## config.mk

```make
export PLATFORM = sky130hd
export DESIGN_NAME = vga_sync_to_count
export DESIGN_NICKNAME = d
export VERILOG_FILES = /design/src/rtl/vga_sync_to_count.sv
export SDC_FILE = /design/constraint.sdc
export NUM_CORES = 1
export LEC_CHECK = 0
export CAP_MARGIN = 20
export CORE_MARGIN = 8
export CORE_UTILIZATION = 35
export CTS_BUF_LIST = sky130_fd_sc_hd__clkbuf_4 sky130_fd_sc_hd__clkbuf_8
export DETAILED_ROUTE_END_ITERATION = 8
export GPL_TIMING_DRIVEN = 0
export PLACE_DENSITY = 0.68
export SLEW_MARGIN = 20
export SYNTH_ARGS = -nofsm -noshare
export SYNTH_HDL_FRONTEND = slang
export SYNTH_SLANG_ARGS = --single-unit
export TNS_END_PERCENT = 10
```

## constraint.sdc

```tcl
create_clock -name i_Clk -period 4.28 [get_ports i_Clk]
set_input_delay 0.428 -clock i_Clk [delete_from_list [all_inputs] [get_ports i_Clk]]
set_output_delay 0.428 -clock i_Clk [all_outputs]
set_load 0.005 [all_outputs]
```

## src/rtl/vga_sync_to_count.sv

```systemverilog
// Recovers column/row counts from a generator-style HSync/VSync pair, re-times the syncs,
// and tracks frame lock plus frame/line period errors.
module vga_sync_to_count #(
  parameter int TOTAL_COLS  = 800,
  parameter int TOTAL_ROWS  = 525,
  parameter int ACTIVE_COLS = 640,
  parameter int ACTIVE_ROWS = 480,
  parameter int LOCK_FRAMES = 2
) (
  input  logic       i_Clk,
  input  logic       i_Rst,
  input  logic       i_HSync,
  input  logic       i_VSync,
  output logic       o_HSync,
  output logic       o_VSync,
  output logic [9:0] o_Col_Count,
  output logic [9:0] o_Row_Count,
  output logic       o_Active,
  output logic       o_Frame_Start,
  output logic       o_Locked,
  output logic       o_Frame_Err,
  output logic       o_Line_Err,
  output logic [7:0] o_Err_Count
);

  localparam logic [9:0] COL_LAST = 10'(TOTAL_COLS - 1);
  localparam logic [9:0] ROW_LAST = 10'(TOTAL_ROWS - 1);
  localparam logic [9:0] ACT_COLS = 10'(ACTIVE_COLS);
  localparam logic [9:0] ACT_ROWS = 10'(ACTIVE_ROWS);
  localparam logic [3:0] LOCK_N   = 4'(LOCK_FRAMES);

  logic       hs_q, vs_q;
  logic [9:0] col_q, col_d, row_q, row_d;
  logic       active_q, active_d;
  logic       frame_start_q, frame_start_d;
  logic       locked_q, locked_d;
  logic       frame_err_q, frame_err_d;
  logic       line_err_q, line_err_d;
  logic [7:0] err_q, err_d;
  logic [3:0] good_q, good_d;
  logic       seen_q, seen_d;

  logic vs_rise, hs_rise, at_col_last, at_end, frame_good;

  always_comb begin
    vs_rise     = i_VSync & ~vs_q;
    hs_rise     = i_HSync & ~hs_q;
    at_col_last = (col_q == COL_LAST);
    at_end      = at_col_last && (row_q == ROW_LAST);

    col_d = col_q + 10'd1;
    row_d = row_q;
    if (vs_rise) begin
      col_d = '0;
      row_d = '0;
    end else if (at_col_last) begin
      col_d = '0;
      row_d = (row_q == ROW_LAST) ? '0 : row_q + 10'd1;
    end

    // A frame is judged only once a first VSync rise has established alignment;
    // reaching the frame end without a VSync rise counts as a missed frame.
    frame_good  = seen_q & vs_rise & at_end;
    frame_err_d = seen_q & (vs_rise ^ at_end);
    line_err_d  = seen_q & hs_rise & ~at_col_last & ~vs_rise;
    seen_d      = seen_q | vs_rise;

    good_d   = good_q;
    locked_d = locked_q;
    if (frame_err_d || line_err_d) begin
      good_d   = '0;
      locked_d = 1'b0;
    end else if (frame_good) begin
      if (good_q != LOCK_N) good_d = good_q + 4'd1;
      if (good_d == LOCK_N) locked_d = 1'b1;
    end

    err_d = err_q;
    if ((frame_err_d || line_err_d) && (err_q != '1)) err_d = err_q + 8'd1;

    active_d      = (col_d < ACT_COLS) && (row_d < ACT_ROWS);
    frame_start_d = vs_rise;
  end

  always_ff @(posedge i_Clk or posedge i_Rst) begin
    if (i_Rst) begin
      hs_q          <= 1'b0;
      vs_q          <= 1'b0;
      col_q         <= '0;
      row_q         <= '0;
      active_q      <= 1'b0;
      frame_start_q <= 1'b0;
      locked_q      <= 1'b0;
      frame_err_q   <= 1'b0;
      line_err_q    <= 1'b0;
      err_q         <= '0;
      good_q        <= '0;
      seen_q        <= 1'b0;
    end else begin
      hs_q          <= i_HSync;
      vs_q          <= i_VSync;
      col_q         <= col_d;
      row_q         <= row_d;
      active_q      <= active_d;
      frame_start_q <= frame_start_d;
      locked_q      <= locked_d;
      frame_err_q   <= frame_err_d;
      line_err_q    <= line_err_d;
      err_q         <= err_d;
      good_q        <= good_d;
      seen_q        <= seen_d;
    end
  end

  assign o_HSync       = hs_q;
  assign o_VSync       = vs_q;
  assign o_Col_Count   = col_q;
  assign o_Row_Count   = row_q;
  assign o_Active      = active_q;
  assign o_Frame_Start = frame_start_q;
  assign o_Locked      = locked_q;
  assign o_Frame_Err   = frame_err_q;
  assign o_Line_Err    = line_err_q;
  assign o_Err_Count   = err_q;

endmodule

```

Yosys cells after proc, flatten, opt, wreduce, memory -nomap -nowiden
Cells that the tools add are included.
{"block": "classes", "n_mux": 13, "eq_ne": 5, "n_lt_le_gt_ge": 2, "add_sub_neg": 4, "n_reduce_logical": 7, "bitwise": 14}
{"cell": "10-bit two-way mux", "count": 5}
{"cell": "10-bit by 1-bit adder with 10-bit output (second input constant)", "count": 2}
{"cell": "10-bit == test (second input constant)", "count": 2}
{"cell": "4-bit two-way mux", "count": 5}
{"cell": "10-bit < comparator (second input constant)", "count": 1}
{"cell": "10-bit by 9-bit < comparator with 1-bit output (second input constant)", "count": 1}
{"cell": "8-bit by 1-bit adder with 8-bit output (second input constant)", "count": 1}
{"cell": "1-bit AND", "count": 8}
{"cell": "8-bit inequality test (second input constant)", "count": 1}
{"cell": "4-bit by 1-bit adder with 4-bit output (second input constant)", "count": 1}
{"cell": "4-bit by 2-bit == test with 1-bit output (second input constant)", "count": 1}
{"cell": "4-bit by 2-bit inequality test with 1-bit output (second input constant)", "count": 1}
{"cell": "1-bit NOT", "count": 4}
{"cell": "2-bit nonzero test", "count": 2}
{"cell": "1-bit logical AND", "count": 3}
{"cell": "1-bit two-way mux", "count": 3}
{"cell": "2-bit AND reduction", "count": 1}
{"cell": "1-bit logical OR", "count": 1}
{"cell": "1-bit bitwise OR", "count": 1}
{"cell": "1-bit XOR", "count": 1}
{"block": "totals", "output_inout_bits": 35, "register_bits": 40, "inputBits": 4, "word_cells": 57}

Longest topological paths before layout
Gate-level depths: netlist (run 1).
{"block": "logic_depth", "word_depth": 11, "depth_mapped": 8, "depth_no_buf": 7}

Worst setup path before layout (run 1)
Ideal clock, no wire load.
{"block": "synth_path", "kind": "register to register", "start": "reg col_q[0], in the netlist o_Col_Count[0]", "end": "reg err_q[1], in the netlist o_Err_Count[1]", "arrival_time_ns": 2.134, "setup_ns": 0.128, "synth_period_minus_slack_ns": 2.262, "t_required_ns": 4.152, "n_path_buf": 0, "stages_incl_launch_ff": 7, "path_slack_ns": 2.018, "cell_sequence": "dfrtp_1 -> ha_1 -> nand4_2 -> or3_1 -> o211ai_2 -> and3_1 -> mux2_1"}
{"block": "synth_between", "elab_chain_cells": 6, "word_cells_on_any_way": 9, "cone_classes": "eq/ne (1); bitwise (5); reduce/logical (3)"}
{"item": "start, declared", "line_no": "33", "rtl": "logic [9:0] col_q, col_d, row_q, row_d;"}
{"item": "start signal, assigned", "line_no": "102", "rtl": "col_q <= col_d;"}
{"item": "10-bit == test *", "line_no": "48", "rtl": "at_col_last = (col_q == COL_LAST);"}
{"item": "1-bit logical AND or 1-bit NOT (tied branches)", "line_no": "49, 65"}
{"item": "1-bit XOR or 1-bit AND (tied branches)", "line_no": "64, 65"}
{"item": "1-bit AND (on tied branches)", "line_no": "64, 65"}
{"item": "1-bit logical OR *", "line_no": "79", "rtl": "if ((frame_err_d || line_err_d) && (err_q != '1)) err_d = err_q + 8'd1;"}
{"item": "1-bit logical AND *", "line_no": "79"}
{"item": "end signal, assigned", "line_no": "109", "rtl": "err_q <= err_d;"}
{"item": "end, declared", "line_no": "39", "rtl": "logic [7:0] err_q, err_d;"}
Mark *: on every way between the ends. The rest lies on a longest branch, timed or not.
A chain may end at the register's enable or synchronous reset.

Worst setup path in the final report (run 1)
Same ends and word-level chain as after synthesis.

==> results of run 1 <==
==> routing by layer <==
layer | wire (um) | vias to the layer above | track usage
li1 | - | 856 | -
met1 | 2182 | 839 | 0.1466
met2 | 2217 | 41 | 0.1880
met3 | 288 | 6 | 0.03686
met4 | 54 | 0 | 0.03170
met5 | 0 | - | 0
==> power by group through the flow <==
| stage | clock (mW) | sequential, mW | combinational, mW |
|---|---|---|---|
| finish | 0.268 | 0.489 | 0.214 |
| global route | 0.290 | 0.500 | 0.238 |
| CTS | 0.275 | 0.491 | 0.219 |
| detailed placement | 0 | 0.496 | 0.216 |
| global placement | 0 | 0.496 | 0.209 |
| floorplan | 0 | 0.489 | 0.0913 |
==> metrics by stage <==
step / instance area, um2 / utilization / hold slack [ps] / setup WS, ps
2_1_floorplan: 2105 / - / 459.4 / 2018
3_3_place_gp: 2579 / 0.4408 / 506.6 / 1811
3_5_place_dp: 2599 / 0.4442 / 507.3 / 1786
4_1_cts: 2696 / 0.4609 / 395.8 / 1748
5_1_grt: 2696 / 0.4609 / 418.8 / 1593
6_report: 2696 / 0.4609 / 390.2 / 1759
==> registers in the layout, summed over array words and instances, names as in the netlist <==
signal and count:
good_q 4, o_Active 1, o_Col_Count 10, o_Err_Count 8, o_Frame_Err 1, o_Frame_Start 1, o_HSync 1, o_Line_Err 1
o_Locked 1, o_Row_Count 10, o_VSync 1, seen_q 1
==> area by class of cell <==
type                    instances  share of cell area
plain buffers                   6             0.01206
repair buffers                 39              0.1485
multi-input cells             159              0.3833
flip-flops and latches         40              0.3712
inverters                      10             0.01392
clock buffers                   8             0.03619
well taps                      75             0.03480
==> cells by family (layout without fill, tap and decap cells) <==
group / after synthesis / count (layout) / share of synthesized area
XOR/XNOR: 21 / 21 / 0.08739
buffers and inverters: 16 / 63 / 0.03330
adder cells (fa/ha/maj): 6 / 6 / 0.03567
flip-flops: 40 / 40 / 0.4756
AND/OR/NAND/NOR: 101 / 101 / 0.2634
multiplexers: 3 / 3 / 0.01486
AO/OA/AOI/OAI: 28 / 28 / 0.08978
==> worst min-delay path by stage <==
stage / start / to
finish: i_Rst / o_Col_Count[3]$_DFF_PP0_
global route: i_Rst / o_Col_Count[3]$_DFF_PP0_
CTS: i_Rst / o_Col_Count[3]$_DFF_PP0_
detailed placement: o_Err_Count[5]$_DFFE_PP0P_ / o_Err_Count[5]$_DFFE_PP0P_
global placement: o_Col_Count[0]$_DFF_PP0_ / o_Col_Count[0]$_DFF_PP0_
floorplan: i_HSync / o_HSync$_DFF_PP0_
==> cell usage in the layout, fill, tap and decap left out, types with 8 or more instances in the layout <==
| cell type | count |
|---|---|
| clkdlybuf4s50_1 | 38 |
| dfrtp_1 | 40 |
| inv_1 | 9 |
| nand2_1 | 14 |
| nand3_1 | 15 |
| nand4_1 | 8 |
| nor2_1 | 26 |
| xnor2_1 | 17 |
==> metrics, run 1 <==
FILL cells=567; Worst Setup End Kind=register; Comb power frac=0.220; synthesized instance count=215; crit path cell chain=ha_1, nand4_2, or3_1, o211ai_2, and3_1, mux2_1; initial antenna violation count=0; HPWL after DPL=3577 um; Ys Warns=0; Max Root-Sink Buffers=2; Routed WL per cell=14.07 um; Switching Share=0.2773; DR pass1 iterations=4; cts hold-fix bufs=0; CTS Sinks=40; post-synthesis async set-or-reset flop share=1.000; clk_lat worst skew=290 ps; P&R area growth vs syn=28.12%; Worst-Margin Slew=452.4 ps; final-stage net count=271; Hold Path Class=in2async; first-pass GRT wire length=8404 um; Total Routing Usage GR=0.1166; Crit Path Max Fanout=9; final setup fails=0; CP required=4450 ps; status=finished, final reports clean; internal power=0.7013 mW; CTS tree=done; Post-CTS Resized=0; share of cells above drive strength 1=0.09160; Die Y=93.54 um; syn avg cell area=9.788 um2; relative slew slack=0.6942; Sequential Area=1001 um2; CP Data Arrival Time=2690 ps; placed cells=329; CTS root buffer=clkbuf_8; reg-to-reg slack, setup=1760 ps; EDFF count, synth=0; Routed Antenna Nets=0; Synth area leader=dfrtp_1; fin crit period=2521 ps; mapped cell area=2105 um2; placer congestion estimate=0.8275; row cnt=28; die width=93.54 um; Tot Pwr=0.9704 mW; routed wire length=4741 um; final hold vios=0; Seq/Total Area, Yosys=0.4756; Post-CTS Setup Bufs=0; VDD IR-drop max=0.0003347 V; Vias/cell=5.169; n_diodes=0; largest net degree at the start of global routing=30; CP max-delay cell=or3_1; Synth Net Count=225; Pins Over Slew Limit=0; RSZ-0062 raised after global routing=false; Crit. path cell count=6; TritonCTS Buffers=5; multi-input logic area=1033 um2; Residual DRC=0; I/O Buffers=38; Critical path origin=o_Col_Count[0]$_DFF_PP0_; delay-heaviest family, CP=simple AND/OR/NAND/NOR gates; Crit Path Category=reg2reg; reg2reg start=o_Col_Count[0]$_DFF_PP0_; post-synthesis register bit count=40; top cell type's share of synthesized area=0.4756; Leak=1.078 nW; reg2reg end=o_Err_Count[1]$_DFFE_PP0P_; die area=8750 um2; r2r worst-path depth=6; post-synthesis cell type count=47; core area=5851 um2; remaining global-route overflow=0; Worst Skew=6.311 ps; Clk pin slew, worst setup/hold paths=70 ps; commonest register cell after synthesis=dfrtp_1; Iter 0 DRT Violations=81; Initial Utilization=0.3597; Synth top cells by count=40 x dfrtp_1, 26 x nor2_1, 17 x xnor2_1, 15 x nand3_1, 14 x nand2_1; crit-path max cell delay=510 ps; boundary pin count=39; Worst Setup EP=o_Err_Count[1]$_DFFE_PP0P_; sw power=0.2691 mW; Via Count=1742; vias in the first global route=1789; Clock Power Share=0.276; power density over cell area=359.9 nW/um2; max-capacitance violation count=0; highest clock rate=0.3966 GHz; Non-Filler Instances=337; setup_tns=0 ps; final period utilization=0.5891; Buf/Inv on CP=0; synth top area cells=dfrtp_1 48%, xnor2_1 7.1%, nor2_1 4.6%; Flop pwr share=0.504; most frequent cell after synthesis=dfrtp_1; H-tree depth=2; Startpoint Class=register
No activity file was read; power rests on OpenSTA's default activity.
==> run 2: changes to the inputs <==
- clock period: 4.28 -> 2.4 ns (I/O delays scaled with it)
==> run 2 against run 1 <==
Total power grew 80%. First-iteration DRC count grew 22%. Highest routed layer unchanged. Die area is the same. Critical endpoint is now o_Locked$_DFFE_PP0P_.
==> metrics, run 2 (synthesis results as in run 1) <==
Worst-Margin Slew=446.6 ps; Routed WL per cell=14.21 um; CP max-delay cell=or4_1; Crit Path Max Fanout=7; power density over cell area=629.4 nW/um2; largest net degree at the start of global routing=30; CTS tree=done; Pins Over Slew Limit=0; row cnt=28; Die Y=93.54 um; I/O Buffers=38; commonest non-fill, non-tap cells in the layout=39 x dfrtp_1, 38 x clkdlybuf4s50_1, 26 x nor2_1; Via Count=1786; CTS root buffer=clkbuf_8; Startpoint Class=register; TritonCTS Buffers=5; highest clock rate=0.4353 GHz; vias in the first global route=1792; P&R area growth vs syn=32.05%; Worst Setup End Kind=register; final-stage net count=277; final hold vios=0; final setup fails=0; HPWL after DPL=3577 um; initial antenna violation count=0; routed wire length=4875 um; share of cells above drive strength 1=0.1343; crit path cell chain=nor4b_1, and4_2, nand4_1, or4_1, a21oi_1; commonest non-fill, non-tap cell in the layout=dfrtp_1; Clk pin slew, worst setup/hold paths=70 ps; Vias/cell=5.207; RSZ-0062 raised after global routing=false; VDD IR-drop max=0.0005910 V; Iter 0 DRT Violations=99; n_diodes=0; Leak=1.110 nW; Hold Path Class=in2async; Initial Utilization=0.3597; clk_lat worst skew=290 ps; DR pass1 iterations=5; placer congestion estimate=0.8275; max-capacitance violation count=0; hold_ws=203.3 ps; core area=5851 um2; FILL cells=555; Routed Antenna Nets=0; Max Root-Sink Buffers=2; boundary pin count=39; Total Routing Usage GR=0.1163; die width=93.54 um; crit-path max cell delay=540 ps; Worst Skew=6.401 ps; final period utilization=0.9572; Residual DRC=0; CP required=2620 ps; first-pass GRT wire length=8369 um; relative slew slack=0.6981; CP Data Arrival Time=2510 ps; H-tree depth=2; status=finished, final reports clean; fin crit period=2297 ps; Crit Path Category=reg2reg; remaining global-route overflow=0; die area=8750 um2; Final Util=0.4750; CTS Sinks=40
[run 2: path summary, 6_finish.rpt]
kind	start	end	slack (ps)	depth (start not counted)
max reg2reg	o_Row_Count[4]$_DFFE_PP0P_	o_Locked$_DFFE_PP0P_	100	5
min	i_Rst	o_Col_Count[3]$_DFF_PP0_	200	2
max	o_Row_Count[4]$_DFFE_PP0P_	o_Locked$_DFFE_PP0P_	100	5
min in group i_Clk	i_HSync	o_HSync$_DFF_PP0_	420	1
max in group asynchronous	i_Rst	o_Err_Count[5]$_DFFE_PP0P_	1760	3
min reg2reg	o_Col_Count[0]$_DFF_PP0_	o_Col_Count[0]$_DFF_PP0_	510	1
[run 2: worst max-delay path: cells and delay by family, from the launching register on]
kind             cells  cell delay (ps)
AO/OA/AOI/OAI        1              150
AND/OR/NAND/NOR      4             1610
flip-flops           1              460
[run 2: per-layer routing]
layer / wire length (um) / vias to the layer above / share of wire / global-route usage
li1: - / 870 / - / -
met1: 2269 / 860 / 0.47 / 0.1442
met2: 2250 / 44 / 0.46 / 0.1898
met3: 271 / 12 / 0.056 / 0.03686
met4: 83 / 0 / 0.017 / 0.03170
met5: 0 / - / 0 / 0
[run 2: through the flow]
| step | area, um2 | setup TNS, ps | setup WS (ps) | instances | total power, mW |
|---|---|---|---|---|---|
| finish | 2779 | 0 | 102.8 | 343 | 1.749 |
| global route | 2779 | 0 | 21.68 | 343 | 1.849 |
| CTS | 2714 | 0 | 6.432 | 337 | 1.764 |
| detailed placement | 2599 | -93.88 | -93.88 | 329 | 1.270 |
| global placement | 2579 | -68.74 | -68.74 | 328 | 1.256 |
| floorplan | 2105 | 0 | 138.4 | 215 | 1.035 |
[run 2: what timing repair did]
item                       in CTS  in global routing
setup endpoints to repair       2                  6
pin swaps                       1                  2
buffers inserted                0                  6
hold buffers                    0                  0
gates resized for setup         2                  8
gates cloned                    0                  0
[run 2: cell type report]
class	count	area (um2)	share of cell area
Clock buffer	8	97.59	0.03512
Multi-Input combinational cell	159	1067	0.3841
Timing Repair Buffer	45	445.4	0.1603
Sequential cell	40	1002	0.3606
Tap cell	75	93.84	0.03377
Buffer	6	35.03	0.01261
Inverter	10	37.54	0.01351
[run 2: report_power, final]
group / internal [mW] / switching [mW]
Clock: 0.257 / 0.222
Combinational: 0.243 / 0.149
Sequential: 0.758 / 0.120
==> run 3: changes to the inputs <==
- CORE_UTILIZATION: 35 -> 54
- PLACE_DENSITY: 0.68 -> 0.93
- RECOVER_POWER: unset -> 25
==> run 3 against run 2 <==
Combinational power barely moved. Sequential cell count stayed put. First-iteration DRC count up 130%. Hold slack better by 270 ps. Final area is 1.1% lower. Clock power grew 24%. Final cell count shrank 8.7%. Critical path type unchanged.
==> metrics, run 3 (synthesis results as in run 1) <==
Worst-Margin Slew=1041 ps; row cnt=22; Crit Path Category=reg2reg; Startpoint Class=register; Leak=1.118 nW; relative slew slack=0.3060; max-capacitance violation count=0; placer congestion estimate=0.8134; highest clock rate=0.4342 GHz; FILL cells=249; share of cells above drive strength 1=0.1094; Final Cell Area=2749 um2; Routed Antenna Nets=0; cts hold-fix bufs=0; CP Data Arrival Time=2480 ps; VDD IR-drop max=0.0005484 V; Worst Skew=5.391 ps; fin crit period=2303 ps; CTS Sinks=40; Pins Over Slew Limit=0; commonest non-fill, non-tap cell in the layout=dfrtp_1; initial antenna violation count=0; n_diodes=0; power density over cell area=678.9 nW/um2; die area=6151 um2; Routed WL per cell=16.24 um; met3 WL=357 um; TritonCTS Buffers=5; reg-to-reg slack, setup=100 ps; Worst Setup End Kind=register; DR pass1 iterations=4; Clk pin slew, worst setup/hold paths=80 ps; vias in the first global route=1779; Total Routing Usage GR=0.1609; routed wire length=5083 um; final hold vios=0; clk_lat worst skew=290 ps; CTS tree=done; boundary pin count=39; Via Count=1815; Hold Path Class=in2async; Iter 0 DRT Violations=225; HPWL after DPL=3412 um; P&R area growth vs syn=30.62%; Die Y=78.43 um; status=finished, final reports clean; I/O Buffers=38; placed cells=302; max layer used=met4; first-pass GRT wire length=8010 um; commonest non-fill, non-tap cells in the layout=40 x dfrtp_1, 35 x clkdlybuf4s50_1, 26 x nor2_1; Residual DRC=0; Sequential Area=1001 um2; Initial Utilization=0.5663; multi-input logic area=1076 um2; final-stage net count=274; H-tree depth=2; Vias/cell=5.799; Non-Filler Instances=313; CTS root buffer=clkbuf_8; Crit Path Max Fanout=7; final setup fails=0; core area=3716 um2; largest net degree at the start of global routing=24; final period utilization=0.9596; Max Root-Sink Buffers=2; CP required=2570 ps; placed cell areas=2572 um2; M1 WL=2055 um; remaining global-route overflow=0; die width=78.43 um; setup_tns=0 ps; metal2 WL=2600 um
## run 3: changes by cell type in the layout (fill, tap and decap cells not counted), sizes merged
cell | previous run | this run
dlymetal6s4s | 0 | 1
bufinv | 0 | 1
buf | 11 | 7
clkdlybuf4s50 | 38 | 35
dlygate4sd3 | 0 | 3
clkbuf | 10 | 9
## run 3: path summary, 6_finish.rpt
check / cells past startpoint / to / startpoint
worst max register to register: 6 / o_Active$_DFF_PP0_ / o_Col_Count[5]$_DFF_PP0_
max in group asynchronous: 3 / o_Err_Count[2]$_DFFE_PP0P_ / i_Rst
worst min-delay path: 2 / o_Col_Count[2]$_DFF_PP0_ / i_Rst
worst max-delay path: 6 / o_Active$_DFF_PP0_ / o_Col_Count[5]$_DFF_PP0_
min in group i_Clk: 1 / o_Err_Count[0]$_DFFE_PP0P_ / o_Err_Count[0]$_DFFE_PP0P_
worst min register to register: 1 / o_Err_Count[0]$_DFFE_PP0P_ / o_Err_Count[0]$_DFFE_PP0P_
## run 3: repair_timing
| item | in CTS | in global routing |
|---|---|---|
| setup buffers | 0 | 3 |
| gates resized for setup | 4 | 3 |
| pin swaps | 0 | 2 |
| endpoints found under the setup margin | 4 | 3 |
## run 3: final cells by class
type | count | share of cell area
Buffer | 6 | 0.01183
Timing Repair Buffer | 42 | 0.1511
Sequential cell | 40 | 0.3641
Clock inverter | 1 | 0.01092
Inverter | 10 | 0.01365
Multi-Input combinational cell | 159 | 0.3914
Clock buffer | 7 | 0.03505
Tap cell | 48 | 0.02185
## run 3: report_power, final
group          internal (mW)  switching, mW  total, mW
Clock                  0.367          0.228      0.595
Sequential             0.757          0.123      0.880
Combinational          0.243          0.148      0.391
## run 3: per-stage QoR
step / utilization / setup slack [ps] / total power, mW / hold WS [ps]
2_1_floorplan: - / 138.4 / 1.035 / 271.4
6_report: 0.7397 / 97.05 / 1.866 / 469.6
3_3_place_gp: 0.6848 / -66.83 / 1.249 / 507.1
3_5_place_dp: 0.6923 / -133.2 / 1.271 / 513.7
5_1_grt: 0.7397 / -4.998 / 1.958 / 532.3
4_1_cts: 0.7330 / 42.84 / 1.876 / 262.3
## run 3: critical path, stage by stage (launching register included)
cell	delay (ps)
dfrtp_1	440
or3_1	410
buf_6	150
or4_4	490
or4_4	490
a21oi_2	160
a311oi_1	50
## run 3: layer usage
layer,up-vias,track usage
li1,860,-
met1,881,0.1912
met2,66,0.2626
met3,8,0.04784
met4,0,0.07222
met5,-,0
